$ cat config.mk
export PLATFORM = sky130hd
export DESIGN_NAME = rtc_bus_bridge_flat
export DESIGN_NICKNAME = d
export VERILOG_FILES = /design/src/rtl/rtc_bridge_pkg.sv /design/src/rtl/rtc_bus_bridge_if.sv /design/src/rtl/rtc_phase_timer.sv /design/src/rtl/rtc_bus_bridge.sv /design/src/flat_wrapper.sv
export SDC_FILE = /design/constraint.sdc
export NUM_CORES = 1
export LEC_CHECK = 0
export BUFFER_PORTS_ARGS = -buffer_cell sky130_fd_sc_hd__buf_2
export CORE_MARGIN = 4
export CORE_UTILIZATION = 43
export CTS_CLUSTER_SIZE = 16
export DETAILED_ROUTE_END_ITERATION = 10
export GPL_ROUTABILITY_DRIVEN = 0
export GPL_TIMING_DRIVEN = 0
export HOLD_SLACK_MARGIN = 0.03
export MAX_ROUTING_LAYER = met4
export PLACE_DENSITY = 0.76
export REMOVE_ABC_BUFFERS = 1
export SKIP_CTS_REPAIR_TIMING = 1
export SYNTH_ARGS = -nofsm -noshare
export SYNTH_HDL_FRONTEND = slang
export SYNTH_SLANG_ARGS = --single-unit
$ cat constraint.sdc
create_clock -name clk -period 2.9 [get_ports clk]
set_input_delay 0.145 -clock clk [delete_from_list [all_inputs] [get_ports clk]]
set_output_delay 0.145 -clock clk [all_outputs]
set_load 0.005 [all_outputs]
$ cat src/rtl/rtc_bridge_pkg.sv
// Shared definitions for the PicoBlaze-to-RTC bridge: port map, STATUS layout,
// and the bus-cycle FSM state encoding.
package rtc_bridge_pkg;

  localparam logic [7:0] PORT_ADDR   = 8'h01;
  localparam logic [7:0] PORT_WDATA  = 8'h02;
  localparam logic [7:0] PORT_RD     = 8'h03;
  localparam logic [7:0] PORT_RDATA  = 8'h04;
  localparam logic [7:0] PORT_STATUS = 8'h05;

  localparam int ST_BUSY = 0;
  localparam int ST_DONE = 1;
  localparam int ST_ERR  = 2;

  localparam int TMR_W = 4;

  typedef enum logic [2:0] {
    IDLE, A_SU, A_PW, A_HD, D_SU, D_PW, D_HD, DONE
  } state_e;

endpackage

$ cat src/rtl/rtc_bus_bridge_if.sv
// Multiplexed address/data bus to the external RTC chip; the top level builds
// the tristate from rtc_bus_out/rtc_bus_oe.
interface rtc_bus_bridge_if;
  logic       rtc_cs_n;
  logic       rtc_rd_n;
  logic       rtc_wr_n;
  logic       rtc_ad;
  logic [7:0] rtc_bus_out;
  logic       rtc_bus_oe;
  logic [7:0] rtc_bus_in;

  modport master (
    output rtc_cs_n, rtc_rd_n, rtc_wr_n, rtc_ad, rtc_bus_out, rtc_bus_oe,
    input  rtc_bus_in
  );

  modport slave (
    input  rtc_cs_n, rtc_rd_n, rtc_wr_n, rtc_ad, rtc_bus_out, rtc_bus_oe,
    output rtc_bus_in
  );
endinterface

$ cat src/rtl/rtc_phase_timer.sv
// Loadable down-counter shared by every timed bus phase; zero marks the last
// cycle of the current phase.
module rtc_phase_timer #(
  parameter int W = 4
) (
  input  logic         clk,
  input  logic         rst,
  input  logic         load,
  input  logic [W-1:0] load_val,
  output logic         zero
);
  logic [W-1:0] cnt;

  always_ff @(posedge clk) begin
    if (rst)              cnt <= '0;
    else if (load)        cnt <= load_val;
    else if (cnt != '0)   cnt <= cnt - 1'b1;
  end

  assign zero = (cnt == '0);
endmodule

$ cat src/rtl/rtc_bus_bridge.sv
// PicoBlaze port decoder driving one timed address+data cycle on the RTC bus.
// Optional feature macro: RTC_BRIDGE_IRQ_EN (completion interrupt).
module rtc_bus_bridge
  import rtc_bridge_pkg::*;
#(
  parameter int T_SU = 2,
  parameter int T_PW = 10,
  parameter int T_HD = 2
) (
  input  logic             clk,
  input  logic             rst,
  input  logic [7:0]       port_id,
  input  logic [7:0]       out_port,
  input  logic             write_strobe,
  input  logic             read_strobe,
  input  logic             interrupt_ack,
  output logic [7:0]       in_port,
  output logic             interrupt,
  rtc_bus_bridge_if.master rtc
);
  localparam logic [TMR_W-1:0] SU_LD = TMR_W'(T_SU - 1);
  localparam logic [TMR_W-1:0] PW_LD = TMR_W'(T_PW - 1);
  localparam logic [TMR_W-1:0] HD_LD = TMR_W'(T_HD - 1);

  state_e           state, state_nx;
  logic [7:0]       addr_q, wdata_q, rdata_q, status;
  logic             dir_rd_q, done_q, err_q;
  logic             busy, start_cmd, status_clr, zero, load;
  logic [TMR_W-1:0] load_val;

  assign busy       = (state != IDLE);
  assign start_cmd  = write_strobe && (port_id == PORT_WDATA || port_id == PORT_RD);
  assign status_clr = read_strobe && (port_id == PORT_STATUS);

  always_ff @(posedge clk) begin
    if (rst) state <= IDLE;
    else     state <= state_nx;
  end

  always_comb begin
    state_nx = state;
    case (state)
      IDLE:    if (start_cmd) state_nx = A_SU;
      A_SU:    if (zero) state_nx = A_PW;
      A_PW:    if (zero) state_nx = A_HD;
      A_HD:    if (zero) state_nx = D_SU;
      D_SU:    if (zero) state_nx = D_PW;
      D_PW:    if (zero) state_nx = D_HD;
      D_HD:    if (zero) state_nx = DONE;
      default: state_nx = IDLE;
    endcase
  end

  // Reload on every state change so each phase runs exactly its own length.
  always_comb begin
    load     = (state_nx != state);
    load_val = '0;
    case (state_nx)
      A_SU, D_SU: load_val = SU_LD;
      A_PW, D_PW: load_val = PW_LD;
      A_HD, D_HD: load_val = HD_LD;
      default:    load_val = '0;
    endcase
  end

  rtc_phase_timer #(.W(TMR_W)) u_timer (
    .clk      (clk),
    .rst      (rst),
    .load     (load),
    .load_val (load_val),
    .zero     (zero)
  );

  always_comb begin
    rtc.rtc_cs_n    = 1'b1;
    rtc.rtc_rd_n    = 1'b1;
    rtc.rtc_wr_n    = 1'b1;
    rtc.rtc_ad      = 1'b0;
    rtc.rtc_bus_out = 8'h00;
    rtc.rtc_bus_oe  = 1'b0;
    case (state)
      A_SU, A_PW, A_HD: begin
        rtc.rtc_cs_n    = 1'b0;
        rtc.rtc_bus_out = addr_q;
        rtc.rtc_bus_oe  = 1'b1;
        rtc.rtc_wr_n    = (state != A_PW);
      end
      D_SU, D_PW, D_HD: begin
        rtc.rtc_cs_n    = 1'b0;
        rtc.rtc_ad      = 1'b1;
        rtc.rtc_bus_out = dir_rd_q ? 8'h00 : wdata_q;
        rtc.rtc_bus_oe  = !dir_rd_q;
        rtc.rtc_rd_n    = !(state == D_PW && dir_rd_q);
        rtc.rtc_wr_n    = !(state == D_PW && !dir_rd_q);
      end
      default: ;
    endcase
  end

  always_comb begin
    status          = 8'h00;
    status[ST_BUSY] = busy;
    status[ST_DONE] = done_q;
    status[ST_ERR]  = err_q;
  end

  // Completion/collision flags: a set in the same cycle as a status read wins.
  always_ff @(posedge clk) begin
    if (rst) begin
      addr_q   <= 8'h00;
      wdata_q  <= 8'h00;
      rdata_q  <= 8'h00;
      dir_rd_q <= 1'b0;
      done_q   <= 1'b0;
      err_q    <= 1'b0;
      in_port  <= 8'h00;
    end else begin
      if (!busy && write_strobe && port_id == PORT_ADDR)  addr_q  <= out_port;
      if (!busy && write_strobe && port_id == PORT_WDATA) wdata_q <= out_port;
      if (!busy && start_cmd) dir_rd_q <= (port_id == PORT_RD);
      if (state == D_PW && zero && dir_rd_q) rdata_q <= rtc.rtc_bus_in;

      if (state == DONE)    done_q <= 1'b1;
      else if (status_clr)  done_q <= 1'b0;

      if (busy && start_cmd) err_q <= 1'b1;
      else if (status_clr)   err_q <= 1'b0;

      case (port_id)
        PORT_RDATA:  in_port <= rdata_q;
        PORT_STATUS: in_port <= status;
        default:     in_port <= 8'h00;
      endcase
    end
  end

`ifdef RTC_BRIDGE_IRQ_EN
  logic irq_q;
  always_ff @(posedge clk) begin
    if (rst)                irq_q <= 1'b0;
    else if (state == DONE) irq_q <= 1'b1;
    else if (interrupt_ack) irq_q <= 1'b0;
  end
  assign interrupt = irq_q | (state == DONE);
`else
  logic unused_ack;
  assign unused_ack = interrupt_ack;
  assign interrupt  = 1'b0;
`endif

endmodule

$ cat src/flat_wrapper.sv
// flat-port wrapper written by rule: the top's interface ports become plain ports
module rtc_bus_bridge_flat import rtc_bridge_pkg::*;
#(
  parameter int T_SU = 2,
  parameter int T_PW = 10,
  parameter int T_HD = 2
)
  (clk, rst, port_id, out_port, write_strobe, read_strobe, interrupt_ack, in_port, interrupt, rtc_rtc_cs_n, rtc_rtc_rd_n, rtc_rtc_wr_n, rtc_rtc_ad, rtc_rtc_bus_out, rtc_rtc_bus_oe, rtc_rtc_bus_in);
  rtc_bus_bridge_if rtc_i ();
  input  logic clk;
  input  logic rst;
  input  logic [7:0] port_id;
  input  logic [7:0] out_port;
  input  logic write_strobe;
  input  logic read_strobe;
  input  logic interrupt_ack;
  output logic [7:0] in_port;
  output logic interrupt;
  output wire logic [$bits(rtc_i.rtc_cs_n)-1:0] rtc_rtc_cs_n;
  output wire logic [$bits(rtc_i.rtc_rd_n)-1:0] rtc_rtc_rd_n;
  output wire logic [$bits(rtc_i.rtc_wr_n)-1:0] rtc_rtc_wr_n;
  output wire logic [$bits(rtc_i.rtc_ad)-1:0] rtc_rtc_ad;
  output wire logic [$bits(rtc_i.rtc_bus_out)-1:0] rtc_rtc_bus_out;
  output wire logic [$bits(rtc_i.rtc_bus_oe)-1:0] rtc_rtc_bus_oe;
  input wire logic [$bits(rtc_i.rtc_bus_in)-1:0] rtc_rtc_bus_in;
  assign rtc_rtc_cs_n = rtc_i.rtc_cs_n;
  assign rtc_rtc_rd_n = rtc_i.rtc_rd_n;
  assign rtc_rtc_wr_n = rtc_i.rtc_wr_n;
  assign rtc_rtc_ad = rtc_i.rtc_ad;
  assign rtc_rtc_bus_out = rtc_i.rtc_bus_out;
  assign rtc_rtc_bus_oe = rtc_i.rtc_bus_oe;
  assign rtc_i.rtc_bus_in = rtc_rtc_bus_in;
  rtc_bus_bridge #(.T_SU(T_SU), .T_PW(T_PW), .T_HD(T_HD)) u_core (.clk(clk), .rst(rst), .port_id(port_id), .out_port(out_port), .write_strobe(write_strobe), .read_strobe(read_strobe), .interrupt_ack(interrupt_ack), .in_port(in_port), .interrupt(interrupt), .rtc(rtc_i));
endmodule
==> parameters.txt <==
Parameter                              Value

Worst setup path
  Worst R2R Start ... u_core.state[0]
  Number of cell instances on the worst register-to-register path ... 4
  Series of cell instances along the critical path ... or4b_4, nor4_4, mux2i_1, nor2_1
  Critical Path Slowest Stage Cell ... nor4_4
  Slowest Stage Delay on Critical Path ... 0.70 ns
  WP data required ... between 3 and 4 ns
  Crit path capture type ... flop
  Arrival time of data at the critical path endpoint ... 2.52 ns
  Type of the setup path with the least slack ... flop to flop
  Worst r2r dst ... u_core.wdata_q[0]
  R2r setup slk ... 0.54 ns
  Maximum fanout along the worst path ... 20
  Type of element launching the critical path ... flop

GRT
  GRT Residual Overflow ... 0
  Global-route usage over all layers ... 16.4%
  Pin count of the biggest net entering global routing ... 36
  Vias in the first global route ... 1430
  Initial antenna violation count ... 0
  Global-route wire length before repair ... between 6000 and 7000 µm

Clock tree
  Deepest level of the CTS H-tree ... 2
  Root buf cell ... clkbuf_8
  Later-pin clock latency in the skew report ... 0.29 ns
  CTS tree ... yes
  CTS clock-pin slew for the worst setup and hold paths ... around 0.08 ns
  CTS Buf Count ... 5
  Clock sinks ... 42
  Clock tree buffer depth ... 2

Timing
  Slew at the pin closest to its max-slew limit ... 0.789 ns
  Worst-case headroom to the max-slew limit ... 47.3%
  Fin. max-slew vios ... 0
  Share of the clock period used by the worst path ... approximately 81%
  Final Hold Viols ... 0
  Period minus WS final ... ~2.4 ns
  Maximum clock skew at final layout ... roughly 0.0054 ns
  Setup violation total in the final timing report ... 0
  Highest attainable clock frequency ... 424 MHz
  Tightest hold margin ... roughly 0.086 ns
  Setup repair after global routing missed its margin ... no
  TNS Setup ... 0 ns

Job
  # Max-Cap Violations ... 0

Logic synthesis
  Post-synthesis sequential area ratio ... around 45%
  Number of different library cells in the post-synthesis netlist ... 39
  Cells after synthesis ... 198
  Yosys warnings ... 0
  #FFs+latches synth ... 42
  Cell area after synthesis ... 1860 µm²
  Mean instance size in the synthesized netlist ... 9.38 µm²

Route
  Vias per inst ... approximately 5.3
  Number of violations reported at the end of detailed-routing iteration 0 ... 85
  Mean routed wirelength per cell ... 13.7 µm
  Detailed-routing iteration count for the pre-antenna-repair pass ... 4
  Remaining DRCs ... 0
  Number of vias in the routed layout ... about 1500
  Total Routed Length ... 3990 µm
  Number of nets with antenna violations after routing ... 0

Floorplan
  Chip Width ... 73.7 µm
  Core area ... 4090 µm²
  Starting density of the core ... 45.4%
  Number of placement rows ... 23
  Die H ... 73.7 µm
  Die area ... 5430 µm²
  Count of pins on the block boundary ... 51

Finish
  Post-layout instance area ... 2250 µm²
  Fraction of final layout cells with drive strength greater than 1 ... about a quarter
  Leading cell types in the layout, fill and taps excluded ... buf_2, dfxtp_1, nor2_1
  Diode count ... 0
  Leading cell type in the layout, fill and taps excluded ... buf_2
  Final core utilization ... 55.1%
  # nets final ... 270
  Area growth syn-to-layout ... 21.2%

Pwr
  Power per unit of standard cell area ... 635 nW/µm²
  Overall power after layout ... 1.43 mW
  Static leakage power ... 0.985 nW
  Peak supply drop ... 0.394 mV

Hold path
  Hold wc startpoint ... rtc_rtc_bus_in[2]
  Hold Path Class ... primary input to flop
  Worst Hold Endpoint ... u_core.rdata_q[2]
  Worst hold path cell count ... 3

Placed design
  Post-detailed-placement cell area ... 2110 µm²
  Post-detailed-placement half-perimeter wirelength ... approximately 2800 µm
  # port buffers ... between 40 and 50

Status
  Outcome ... finished, final reports clean
-- where the power goes --
part	switching [mW]	internal (mW)	total, mW	leakage [nW]
combinational	0.135	0.110	0.246	0.574
clock	0.199	0.367	0.566	0.0714
sequential	0.0198	0.598	0.617	0.339
total	0.354	1.08	1.43	0.985
-- per-layer routing --
metal	up-vias	part of all wire, %	global-route usage (%)
met1	704	43	19.7
met5	-	0	-
met3	6	6.1	5.47
li1	782	-	-
met4	0	1.5	5.43
met2	40	49	25.8
-- stage by stage --
step                setup WS [ns]  cells
floorplan                   0.913    185
global placement            0.640    283
detailed placement          0.621    283
CTS                         0.543    291
global route                0.371    291
finish                      0.539    291
-- flip-flops by register name, summed over array words and instances (netlist names) --
register,count
u_core.rdata_q,8
u_core.state,3
u_core.addr_q,8
u_core.dir_rd_q,1
u_core.err_q,1
u_core.wdata_q,8
u_core.u_timer.cnt,4
u_core.in_port,8
u_core.done_q,1
-- critical path: cells and delay by family (launching register included) --
kind | cells | cell delay, ns
AND/OR/NAND/NOR | 3 | 1.41
flip-flops | 1 | 0.51
multiplexers | 1 | 0.30
-- cells in the mapped netlist --
| library cell | instances | area, µm² |
|---|---|---|
| dfxtp_1 | 42 | 841 |
| nand2_1 | 4 | 15.0 |
| or4b_1 | 2 | 20.0 |
| or3b_1 | 1 | 8.76 |
| nand3_1 | 2 | 10.0 |
| a22o_1 | 8 | 70.1 |
| o21ai_0 | 2 | 10.0 |
| o31ai_1 | 1 | 7.51 |
| and3_1 | 1 | 6.26 |
| a211oi_1 | 1 | 7.51 |
| buf_4 | 1 | 7.51 |
| mux2i_1 | 28 | 280 |
| ha_1 | 1 | 12.5 |
| and2_1 | 6 | 37.5 |
| a221oi_1 | 2 | 17.5 |
| nand4b_1 | 3 | 26.3 |
| a311oi_1 | 1 | 8.76 |
| nor3_1 | 8 | 40.0 |
| nor2_1 | 39 | 146 |
| o2111ai_1 | 1 | 8.76 |
| or3_1 | 2 | 12.5 |
| nor3_2 | 1 | 10.0 |
| a31oi_1 | 2 | 12.5 |
| or4_1 | 1 | 7.51 |
| inv_1 | 4 | 15.0 |
| nor3b_1 | 2 | 15.0 |
| mux2_2 | 2 | 22.5 |
| a21boi_0 | 1 | 7.51 |
| clkbuf_1 | 12 | 45.0 |
| a21oi_1 | 5 | 25.0 |
| o311ai_1 | 1 | 8.76 |
| nor4_4 | 1 | 21.3 |
| o21a_1 | 1 | 7.51 |
| nor2b_1 | 4 | 25.0 |
| or2_2 | 1 | 6.26 |
| o211a_1 | 1 | 10.0 |
| nor2_2 | 1 | 6.26 |
| or4b_4 | 1 | 13.8 |
| conb_1 | 1 | 3.75 |
-- kinds of logic (layout without fill, tap and decap cells) --
kind of cell    after synthesis  in the layout  synth area share [%]
compound gates               27             27                  10.8
fa+ha+maj                     1              1                 0.674
buf+inv                      17             60                  3.64
flops                        42             42                  45.3
mux                          30             30                  16.3
other cells                   1              1                 0.202
simple gates                 80             80                  23.0
-- final cells by class --
class / instances / area [µm²]
multi-input cells: 139 / 948
clock buffers: 6 / 82.6
repair buffers: 48 / 240
flip-flops and latches: 42 / 841
fillers: 382 / 1840
inverters: 4 / 15.0
clock inverters: 2 / 60.1
well taps: 50 / 62.6
-- how the worst max path moves through the flow --
stage                    start                end  slack [ns]  depth (start not counted)
2_1_floorplan  u_core.state[0]  u_core.wdata_q[0]        0.91                          4
3_3_place_gp   u_core.state[0]  u_core.wdata_q[2]        0.64                          4
3_5_place_dp   u_core.state[0]  u_core.wdata_q[0]        0.62                          4
4_1_cts        u_core.state[0]  u_core.wdata_q[0]        0.54                          4
5_1_grt        u_core.state[0]     rtc_rtc_bus_oe        0.37                          4
6_report       u_core.state[0]  u_core.wdata_q[0]        0.54                          4
No activity file was read; power rests on OpenSTA's default activity.
